File: src/rtl/tru_pkg.sv
// Shared types and constants for the instruction-fetch stage.
package tru_pkg;

  localparam int XLEN = 32;
  localparam logic [31:0] NOP_INSTR = 32'h0000_0013;
  localparam logic [31:0] PC_STEP = 32'd4;

  typedef enum logic [1:0] {
    REQ,
    WAIT,
    HOLD,
    DISCARD
  } fetch_state_t;

endpackage

File: src/rtl/fetch_unit_if.sv
// Instruction-memory port: valid/ready request channel and valid-only response channel.
interface fetch_unit_if #(
  parameter int XLEN = 32
);

  logic            req_valid;
  logic            req_ready;
  logic [XLEN-1:0] req_addr;
  logic            resp_valid;
  logic [XLEN-1:0] resp_data;

  modport master (
    output req_valid,
    output req_addr,
    input  req_ready,
    input  resp_valid,
    input  resp_data
  );

  modport slave (
    input  req_valid,
    input  req_addr,
    output req_ready,
    output resp_valid,
    output resp_data
  );

endinterface

File: src/rtl/fetch_hold_buf.sv
// One-entry {pc, instr} buffer that parks a response arriving while decode is stalled.
module fetch_hold_buf #(
  parameter int XLEN = 32
) (
  input  logic            clk,
  input  logic            rst,
  input  logic            load,
  input  logic            clear,
  input  logic [XLEN-1:0] pc_in,
  input  logic [XLEN-1:0] instr_in,
  output logic            full,
  output logic [XLEN-1:0] pc,
  output logic [XLEN-1:0] instr
);

  logic            full_reg;
  logic [XLEN-1:0] pc_reg;
  logic [XLEN-1:0] instr_reg;

  always_ff @(posedge clk) begin
    if (rst) begin
      full_reg  <= 1'b0;
      pc_reg    <= '0;
      instr_reg <= '0;
    end else if (clear) begin
      full_reg <= 1'b0;
    end else if (load) begin
      full_reg  <= 1'b1;
      pc_reg    <= pc_in;
      instr_reg <= instr_in;
    end
  end

  assign full  = full_reg;
  assign pc    = pc_reg;
  assign instr = instr_reg;

endmodule

File: src/rtl/fetch_unit.sv
// Fetch stage with a single outstanding imem request, stall buffering, stale-response
// discard after redirect, and the IF/ID pipeline register.
module fetch_unit #(
  parameter int              XLEN     = 32,
  parameter logic [XLEN-1:0] RESET_PC = '0
) (
  input  logic            clk,
  input  logic            rst,
  input  logic            stall_if,
  input  logic            stall_id,
  input  logic            flush_if,
  input  logic            redirect_valid,
  input  logic [XLEN-1:0] redirect_pc,
  fetch_unit_if.master    imem,
  output logic            id_valid,
  output logic [XLEN-1:0] id_pc,
  output logic [XLEN-1:0] id_instr
);

  import tru_pkg::*;

  fetch_state_t    state_reg, state_next;
  logic [XLEN-1:0] pc_reg, pc_next;
  logic [XLEN-1:0] redirect_target;
  logic [XLEN-1:0] pc_inc;
  logic            stall;
  logic            accept;
  logic            deliver;
  logic [XLEN-1:0] deliver_pc, deliver_instr;
  logic            buf_load, buf_clear, buf_full;
  logic [XLEN-1:0] buf_pc, buf_instr;
  logic            id_valid_reg;
  logic [XLEN-1:0] id_pc_reg, id_instr_reg;

  assign stall           = stall_if | stall_id;
  assign redirect_target = {redirect_pc[XLEN-1:2], 2'b00};
  assign pc_inc          = pc_reg + XLEN'(PC_STEP);

  assign imem.req_valid = (state_reg == REQ) && !rst;
  assign imem.req_addr  = pc_reg;
  assign accept         = imem.req_valid && imem.req_ready;

  fetch_hold_buf #(.XLEN(XLEN)) u_hold_buf (
    .clk      (clk),
    .rst      (rst),
    .load     (buf_load),
    .clear    (buf_clear),
    .pc_in    (pc_reg),
    .instr_in (imem.resp_data),
    .full     (buf_full),
    .pc       (buf_pc),
    .instr    (buf_instr)
  );

  always_ff @(posedge clk) begin
    if (rst) begin
      state_reg <= REQ;
      pc_reg    <= RESET_PC;
    end else begin
      state_reg <= state_next;
      pc_reg    <= pc_next;
    end
  end

  always_comb begin
    state_next    = state_reg;
    pc_next       = pc_reg;
    deliver       = 1'b0;
    deliver_pc    = pc_reg;
    deliver_instr = imem.resp_data;
    buf_load      = 1'b0;
    buf_clear     = 1'b0;
    case (state_reg)
      REQ: begin
        if (redirect_valid) begin
          pc_next    = redirect_target;
          state_next = accept ? DISCARD : REQ;
        end else if (accept) begin
          state_next = WAIT;
        end
      end
      WAIT: begin
        if (imem.resp_valid) begin
          if (redirect_valid) begin
            pc_next    = redirect_target;
            state_next = REQ;
          end else if (stall) begin
            buf_load   = 1'b1;
            state_next = HOLD;
          end else begin
            deliver    = 1'b1;
            pc_next    = pc_inc;
            state_next = REQ;
          end
        end else if (redirect_valid) begin
          // The request is still in flight; its response must be swallowed.
          pc_next    = redirect_target;
          state_next = DISCARD;
        end
      end
      HOLD: begin
        if (redirect_valid) begin
          buf_clear  = 1'b1;
          pc_next    = redirect_target;
          state_next = REQ;
        end else if (!stall) begin
          deliver       = 1'b1;
          deliver_pc    = buf_pc;
          deliver_instr = buf_instr;
          buf_clear     = 1'b1;
          pc_next       = pc_inc;
          state_next    = REQ;
        end
      end
      DISCARD: begin
        // A redirect coinciding with the stale response still retires that response.
        if (redirect_valid) begin
          pc_next = redirect_target;
        end
        if (imem.resp_valid) begin
          state_next = REQ;
        end
      end
      default: state_next = REQ;
    endcase
  end

  always_ff @(posedge clk) begin
    if (rst) begin
      id_valid_reg <= 1'b0;
      id_pc_reg    <= '0;
      id_instr_reg <= XLEN'(NOP_INSTR);
    end else if (flush_if) begin
      id_valid_reg <= 1'b0;
    end else if (stall_id) begin
      id_valid_reg <= id_valid_reg;
    end else if (deliver) begin
      id_valid_reg <= 1'b1;
      id_pc_reg    <= deliver_pc;
      id_instr_reg <= deliver_instr;
    end else begin
      id_valid_reg <= 1'b0;
    end
  end

  assign id_valid = id_valid_reg;
  assign id_pc    = id_pc_reg;
  assign id_instr = id_instr_reg;

  always_ff @(posedge clk) begin
    if (!rst) begin
      assert (!(stall_id && flush_if))
        else $error("fetch_unit: stall_id and flush_if asserted together");
      assert (!(imem.resp_valid && (state_reg == REQ || state_reg == HOLD)))
        else $error("fetch_unit: response with no request outstanding");
      assert (!(state_reg == HOLD && !buf_full))
        else $error("fetch_unit: HOLD state with empty hold buffer");
    end
  end

endmodule

File: src/flat_wrapper.sv
// flat-port wrapper written by rule: the top's interface ports become plain ports
module fetch_unit_flat import tru_pkg::*;
#(
  parameter int              XLEN     = 32,
  parameter logic [XLEN-1:0] RESET_PC = '0
)
  (clk, rst, stall_if, stall_id, flush_if, redirect_valid, redirect_pc, id_valid, id_pc, id_instr, imem_req_valid, imem_req_addr, imem_req_ready, imem_resp_valid, imem_resp_data);
  fetch_unit_if #(.XLEN(XLEN)) imem_i ();
  input  logic clk;
  input  logic rst;
  input  logic stall_if;
  input  logic stall_id;
  input  logic flush_if;
  input  logic redirect_valid;
  input  logic [XLEN-1:0] redirect_pc;
  output logic id_valid;
  output logic [XLEN-1:0] id_pc;
  output logic [XLEN-1:0] id_instr;
  output wire logic [$bits(imem_i.req_valid)-1:0] imem_req_valid;
  output wire logic [$bits(imem_i.req_addr)-1:0] imem_req_addr;
  input wire logic [$bits(imem_i.req_ready)-1:0] imem_req_ready;
  input wire logic [$bits(imem_i.resp_valid)-1:0] imem_resp_valid;
  input wire logic [$bits(imem_i.resp_data)-1:0] imem_resp_data;
  assign imem_req_valid = imem_i.req_valid;
  assign imem_req_addr = imem_i.req_addr;
  assign imem_i.req_ready = imem_req_ready;
  assign imem_i.resp_valid = imem_resp_valid;
  assign imem_i.resp_data = imem_resp_data;
  fetch_unit #(.XLEN(XLEN), .RESET_PC(RESET_PC)) u_core (.clk(clk), .rst(rst), .stall_if(stall_if), .stall_id(stall_id), .flush_if(flush_if), .redirect_valid(redirect_valid), .redirect_pc(redirect_pc), .imem(imem_i), .id_valid(id_valid), .id_pc(id_pc), .id_instr(id_instr));
endmodule
File: config.mk
export PLATFORM = sky130hd
export DESIGN_NAME = fetch_unit_flat
export DESIGN_NICKNAME = d
export VERILOG_FILES = /design/src/rtl/tru_pkg.sv /design/src/rtl/fetch_unit_if.sv /design/src/rtl/fetch_hold_buf.sv /design/src/rtl/fetch_unit.sv /design/src/flat_wrapper.sv
export SDC_FILE = /design/constraint.sdc
export NUM_CORES = 1
export LEC_CHECK = 0
export ABC_AREA = 1
export BUFFER_PORTS_ARGS = -buffer_cell sky130_fd_sc_hd__buf_2
export CAP_MARGIN = 20
export CORE_MARGIN = 3
export CORE_UTILIZATION = 49
export CTS_CLUSTER_SIZE = 14
export DETAILED_ROUTE_END_ITERATION = 6
export PLACE_DENSITY = 0.76
export SLEW_MARGIN = 20
export SYNTH_ARGS = -nofsm -noshare
export SYNTH_HDL_FRONTEND = slang
export SYNTH_SLANG_ARGS = --single-unit
File: constraint.sdc
create_clock -name clk -period 1.65 [get_ports clk]
set_input_delay 0.165 -clock clk [delete_from_list [all_inputs] [get_ports clk]]
set_output_delay 0.165 -clock clk [all_outputs]
set_load 0.02 [all_outputs]
Word-level counts from Yosys, hierarchy flattened
Index checks and enable logic that the tools add are counted.
{"block": "totals", "ff_bits": 163, "in_bits": 72, "out_inout_bits": 98, "word_cells": 61}
{"block": "classes", "addsub": 1, "eq_ne": 7, "mux": 33, "bitwise": 4, "reduce_logical": 9}
{"cell": "32-bit 2-to-1 mux", "count": 10}
{"cell": "32-bit one-hot mux with 3 select lines", "count": 1}
{"cell": "32-bit by 3-bit adder with 32-bit output, second input constant", "count": 1}
{"cell": "2-bit 2-to-1 mux", "count": 10}
{"cell": "1-bit 2-to-1 mux", "count": 10}
{"cell": "2-bit one-hot mux with 4 select lines", "count": 1}
{"cell": "3-bit inequality test, second input constant", "count": 2}
{"cell": "2-bit == test, second input constant", "count": 2}
{"cell": "4-bit AND reduction", "count": 1}
{"cell": "2-bit OR reduction", "count": 2}
{"cell": "3-bit by 2-bit inequality test with 1-bit output, second input constant", "count": 1}
{"cell": "1-bit NOT", "count": 3}
{"cell": "3-bit AND reduction", "count": 1}
{"cell": "2-bit by 1-bit == test with 1-bit output, second input constant", "count": 1}
{"cell": "1-bit logical AND", "count": 2}
{"cell": "2-bit zero test", "count": 1}
{"cell": "2-bit inequality test, second input constant", "count": 1}
{"cell": "1-bit one-hot mux with 2 select lines", "count": 1}
{"cell": "2-bit AND reduction", "count": 1}
{"cell": "1-bit zero test", "count": 1}
{"cell": "1-bit OR", "count": 1}

Depth between registers and ports, before layout
{"block": "depth", "word_depth": 6, "mapped_depth": 12, "ltp_nobuf": 12}

Modules after synthesis
From an unflattened synthesis, not the netlist that was laid out.
{"block": "unflattened", "hier_cells": 1207, "hier_area_um2": 8112.8}
{"module": "fetch_unit", "instances": 1, "cells_each": 791, "area_per_inst_um2": 5345.1, "seq_area_each_um2": 1981.9}
{"module": "fetch_hold_buf", "instances": 1, "cells_each": 416, "area_per_inst_um2": 2767.7, "seq_area_each_um2": 1301.2}

Least setup slack after synthesis
No wires, ideal clock.
{"block": "synth_path", "kind": "reg-to-reg", "startpoint": "register u_core.state_reg[0]", "endpoint": "register u_core.state_reg[0]", "setup_ns": 0.129, "t_arrival_ns": 1.642, "required_time_ns": 1.521, "setup_slack_ns": -0.121, "path_stages_with_launch": 12, "n_path_buf": 0, "synth_period_minus_slack_ns": 1.771, "cell_sequence": "dfxtp_1 > inv_1 > ha_1 > inv_1 > nor2_1 > nand2_1 > nand2_1 > nand2_1 > a22oi_1 > o21ai_0 > o21ai_0 > a21oi_1"}
{"block": "synth_via", "elab_chain_len": 6, "elab_cells_between_ends": 14, "classes_between": "eq/ne: 7; mux: 3; reduce/logical: 4"}
{"item": "start: declaration", "line": "fetch_unit.sv:22", "source": "fetch_state_t state_reg, state_next;"}
{"item": "start signal: assignment", "line": "fetch_unit.sv:60", "source": "state_reg <= state_next;"}
{"item": "2-bit zero test (*)", "line": "fetch_unit.sv:39", "source": "assign imem.req_valid = (state_reg == REQ) && !rst;"}
{"item": "1-bit logical AND (*)", "line": "fetch_unit.sv:39"}
{"item": "net imem_req_valid", "line": "flat_wrapper.sv:19", "source": "output wire logic [$bits(imem_i.req_valid)-1:0] imem_req_valid;"}
{"item": "1-bit logical AND (*)", "line": "fetch_unit.sv:41", "source": "assign accept = imem.req_valid && imem.req_ready;"}
{"item": "2-bit 2-to-1 mux", "line": "fetch_unit.sv:77", "source": "state_next = accept ? DISCARD : REQ;"}
{"item": "2-bit 2-to-1 mux", "line": "fetch_unit.sv:75", "source": "if (redirect_valid) begin"}
{"item": "2-bit one-hot mux with 4 select lines", "line": "fetch_unit.sv:73", "source": "case (state_reg)"}
The timed path passes the listed nets; every way through them passes the cells marked *.
A chain may end at the register's enable or synchronous reset.

Final worst setup path
{"block": "layout_path", "startpoint": "register u_core.state_reg[0]", "endpoint": "register u_core.id_instr_reg[3] (netlist: u_core.id_instr[3])"}
{"block": "layout_via", "elab_chain_len": 3, "elab_cells_between_ends": 5, "classes_between": "eq/ne: 2; mux: 2; reduce/logical: 1"}
{"item": "2-bit == test / 2-bit by 1-bit == test with 1-bit output (equally long branches)", "line": "fetch_unit.sv:73"}
{"item": "1-bit one-hot mux with 2 select lines", "line": "fetch_unit.sv:73"}
{"item": "3-bit AND reduction (no source line)"}
{"item": "end signal: assignment", "line": "fetch_unit.sv:132", "source": "id_instr_reg <= XLEN'(NOP_INSTR);"}
{"item": "end signal: assignment", "line": "fetch_unit.sv:140", "source": "id_instr_reg <= deliver_instr;"}
{"item": "end: declaration", "line": "fetch_unit.sv:33", "source": "logic [XLEN-1:0] id_pc_reg, id_instr_reg;"}
Several ways; a longest one is shown, not always the timed one.

==> impl_metrics.toml <==
[run_status]
run_status = "complete, but fails checks"
failed_checks = "negative hold slack, negative setup slack"

[routing]
detail_route.vias_per_cell = 5.77
via_count = 9053
initialDrtViolationCount = 1047
first_pass_iters = 5
postRouteWirelength_um = 27600
drt-wirelength-per-cell_um = 17.6
antenna_left = 0
remaining_drc_errors = 0

[setup_path]
critical_path.endpoint_type = "flop"
worst_ep_required_time_ns = 2.00
worst-setup-path-type = "reg -> reg"
cpMaxStageDelayCell = "dfxtp_4"
cpPeakStageDelay_ns = 0.37
reg2reg_depth = 11
crit_chain = "inv_4 -> buf_6 -> ha_4 -> inv_2 -> a211oi_4 -> inv_2 -> nor2_8 -> buf_6 -> buf_12 -> o21ai_0 -> a31oi_1"
worst_ep_arrival_time_ns = 2.13
rrSetupSlack_ns = -0.13
timing.critical_path.fanout_max = 20
worstSetupStartpoint = "u_core.state_reg[0]"
critical_path.startpoint_type = "flop"
regToRegStartpoint = "u_core.state_reg[0]"
timing.rr.end = "u_core.id_instr[3]"

[clock_network]
clock_tree_from_tritoncts = "yes"
cts_htree_levels = 4
tritoncts_num_sinks = 163
ctsLongestPathBuffers = 2
numCtsBuffers = 17
clk-insertion-delay-late_ns = 0.42
clock_transition_at_the_registers_of_the_reported_paths_ns = 0.06
cts-root-buf = "clkbuf_16"

[yosys]
netlist_area_before_placement_um2 = 7700
netlist_instances = 1096
syn-mean-instance-area_um2 = 7.02
yosys_warnings = 0
number_of_synthesized_flops_with_an_enable_pin = 0
synth.net_count = 1174
yosys_most_used_dff = "dfxtp_1"
yosysUniqueCellTypes = 39
postSynthRegisterBits = 163
ys_async_sr_fraction = 0
synth_seq_area_share = 0.424

[layout]
multi_input_comb_area_um2 = 4080
fin_cells = 1570
layout-drive-gt1-share = 0.310
seqCellArea_um2 = 3290
areaGrowthSynthToFinish_pct = 41.9
post_layout_util = 0.716
final_nets = 1427
nFillCells = 1180
num_antenna_cells = 0

[sta]
slew_viol_final = 0
fin_worst_hold_slack_ns = -0.00881
layout_worst_path_cycle_share = 1.08
worst_slack_ns = -0.134
grt_setup_unrepaired = "true"
report.final.setup_viol = 76
fmax_mhz = 560
worst_slew_pin_slew_ns = 0.502
layout_min_cycle_time_ns = 1.78
maxSlewHeadroom = 0.665
hold_violation_total_from_the_final_report = 1
worst_clock_skew_ns = 0.00537
finalSetupTns_ns = -6.76

[worst_hold_path]
depth_of_the_worst_hold_timing_path = 3
hold_path.class = "in -> reg"
hold_path_sink = "u_core.u_hold_buf.instr[10]"
timing.hold.worst.start = "imem_resp_data[10]"

[pwr]
sw_ratio = 0.357
power.density_nw_per_um2 = 1280
seqPwrFrac = 0.343
comb_power_share = 0.365
p_int_uw = 8970
power.share.clock = 0.292
p_leak_uw = 0.00484
netSwitchingPower_uw = 4990
peakVddDrop_mv = 1.19

[grt]
number_of_antenna_violations_at_the_first_check_in_global_routing = 0
grt_usage = 0.288
first_global_vias = 8013
grt_pass1_wl_um = 41200
grt_start_max_net_pins = 68
gr-total-overflow = 0

[floorplanning]
core_area_um2 = 15300
number_of_top_level_pins = 170
start_util = 0.504
die_area_um2 = 17200
die_ht_um = 131
die_w_um = 131
row_cnt = 45

[placed_design]
io_buffers = 167
dp_cells = 1486
hpwl_um = 17300
place.gp.congestion = 0.921

[run]
drv.max_cap_violation_count = 0
==> layer usage <==
layer  track usage  vias up  share of wire
li1              -     4249              -
met1         0.382     4186           0.40
met2         0.475      532           0.47
met3        0.0521       86          0.090
met4         0.103        0          0.033
met5             0        -              0
==> cells in the mapped netlist, drive strengths merged (2+ instances only) <==
cell type,number,share of area
a211oi,3,0.0036
a21oi,57,0.037
a31oi,62,0.050
buf,31,0.028
clkbuf,51,0.025
dfxtp,163,0.42
ha,6,0.0098
inv,67,0.033
nand2,197,0.097
nand3,110,0.072
nand4,12,0.0098
nor2,147,0.077
nor3,6,0.0046
nor4,3,0.0024
o211ai,12,0.012
o21ai,157,0.10
o22ai,2,0.0016
o311ai,2,0.0023
==> worst max-delay path, delay by kind of cell (launching register included) <==
family	cells	cell delay, ns
and+or+nand+nor	1	0.13
AOI/OAI and AO/OA	3	0.46
buffers and inverters	6	0.61
adders and majority gates	1	0.13
DFF	1	0.37
==> logic make-up (layout without fill, tap and decap cells) <==
logic type               after synthesis  in the layout  share of synthesized area
AO/OA/AOI/OAI                        301            301                      0.215
adder cells (fa/ha/maj)                6              6                    0.00975
buffers and inverters                149            412                     0.0858
flip-flops                           163            163                      0.424
multiplexers                           1              1                    0.00130
AND/OR/NAND/NOR                      476            476                      0.264
==> worst max-delay path by stage <==
stage | to | slack [ns] | cells past startpoint
5_1_grt | u_core.id_pc[28] | -0.25 | 11
6_report | u_core.id_instr[3] | -0.13 | 11
3_5_place_dp | u_core.id_pc[3] | -0.21 | 9
2_1_floorplan | u_core.id_instr[11] | -0.03 | 9
4_1_cts | u_core.id_instr[30] | -0.10 | 11
3_3_place_gp | u_core.id_instr[26] | -0.12 | 9
==> cell type report <==
type,instances,share of cell area
multi-input combinational,784,0.374
sequential,163,0.302
timing repair buffer,316,0.222
clock buffer,20,0.0427
inverter,67,0.0243
tap,211,0.0242
clock inverter,9,0.0119
==> layout by cell type (no fill, tap or decap), drive strengths merged <==
| cell | count |
|---|---|
| inv | 67 |
| nand3 | 110 |
| nand2 | 197 |
| o22ai | 2 |
| nor4 | 3 |
| o311ai | 2 |
| or2 | 1 |
| clkinvlp | 1 |
| nor3 | 6 |
| a21boi | 1 |
| bufinv | 3 |
| nand4 | 12 |
| dfxtp | 163 |
| o2111ai | 1 |
| dlygate4sd3 | 23 |
| clkinv | 5 |
| a221oi | 1 |
| o21ai | 157 |
| a31oi | 62 |
| clkbuf | 26 |
| o211ai | 12 |
| nor2 | 147 |
| buf | 287 |
| a211oi | 3 |
| o21a | 1 |
| a22oi | 1 |
| a21oi | 57 |
| o21bai | 1 |
| ha | 6 |
| mux2i | 1 |
==> power by group through the flow <==
stage | registers, uW | clock network, uW | logic (uW)
floorplan | 5060 | 0 | 1970
global placement | 4780 | 0 | 4050
detailed placement | 4790 | 0 | 4110
CTS | 4710 | 4080 | 4330
global route | 4820 | 4270 | 5440
finish | 4780 | 4080 | 5100
==> through the flow <==
step | area [um^2] | setup WS, ns | power (uW)
2_1_floorplan | 7730 | -0.0294 | 7030
3_3_place_gp | 9270 | -0.122 | 8830
3_5_place_dp | 9270 | -0.214 | 8900
4_1_cts | 10300 | -0.104 | 13100
5_1_grt | 10900 | -0.248 | 14500
6_report | 10900 | -0.134 | 14000
==> repair_timing <==
| item | CTS | global route |
|---|---|---|
| endpoints found under the setup margin | 93 | 155 |
| hold buffers | 23 | 0 |
| setup buffers | 10 | 12 |
| pin swaps | 3 | 31 |
| gates resized for setup | 23 | 122 |
| gates cloned | 3 | 8 |
| hold endpoints to repair | 23 | 0 |
(Power assumes the default switching activity.)
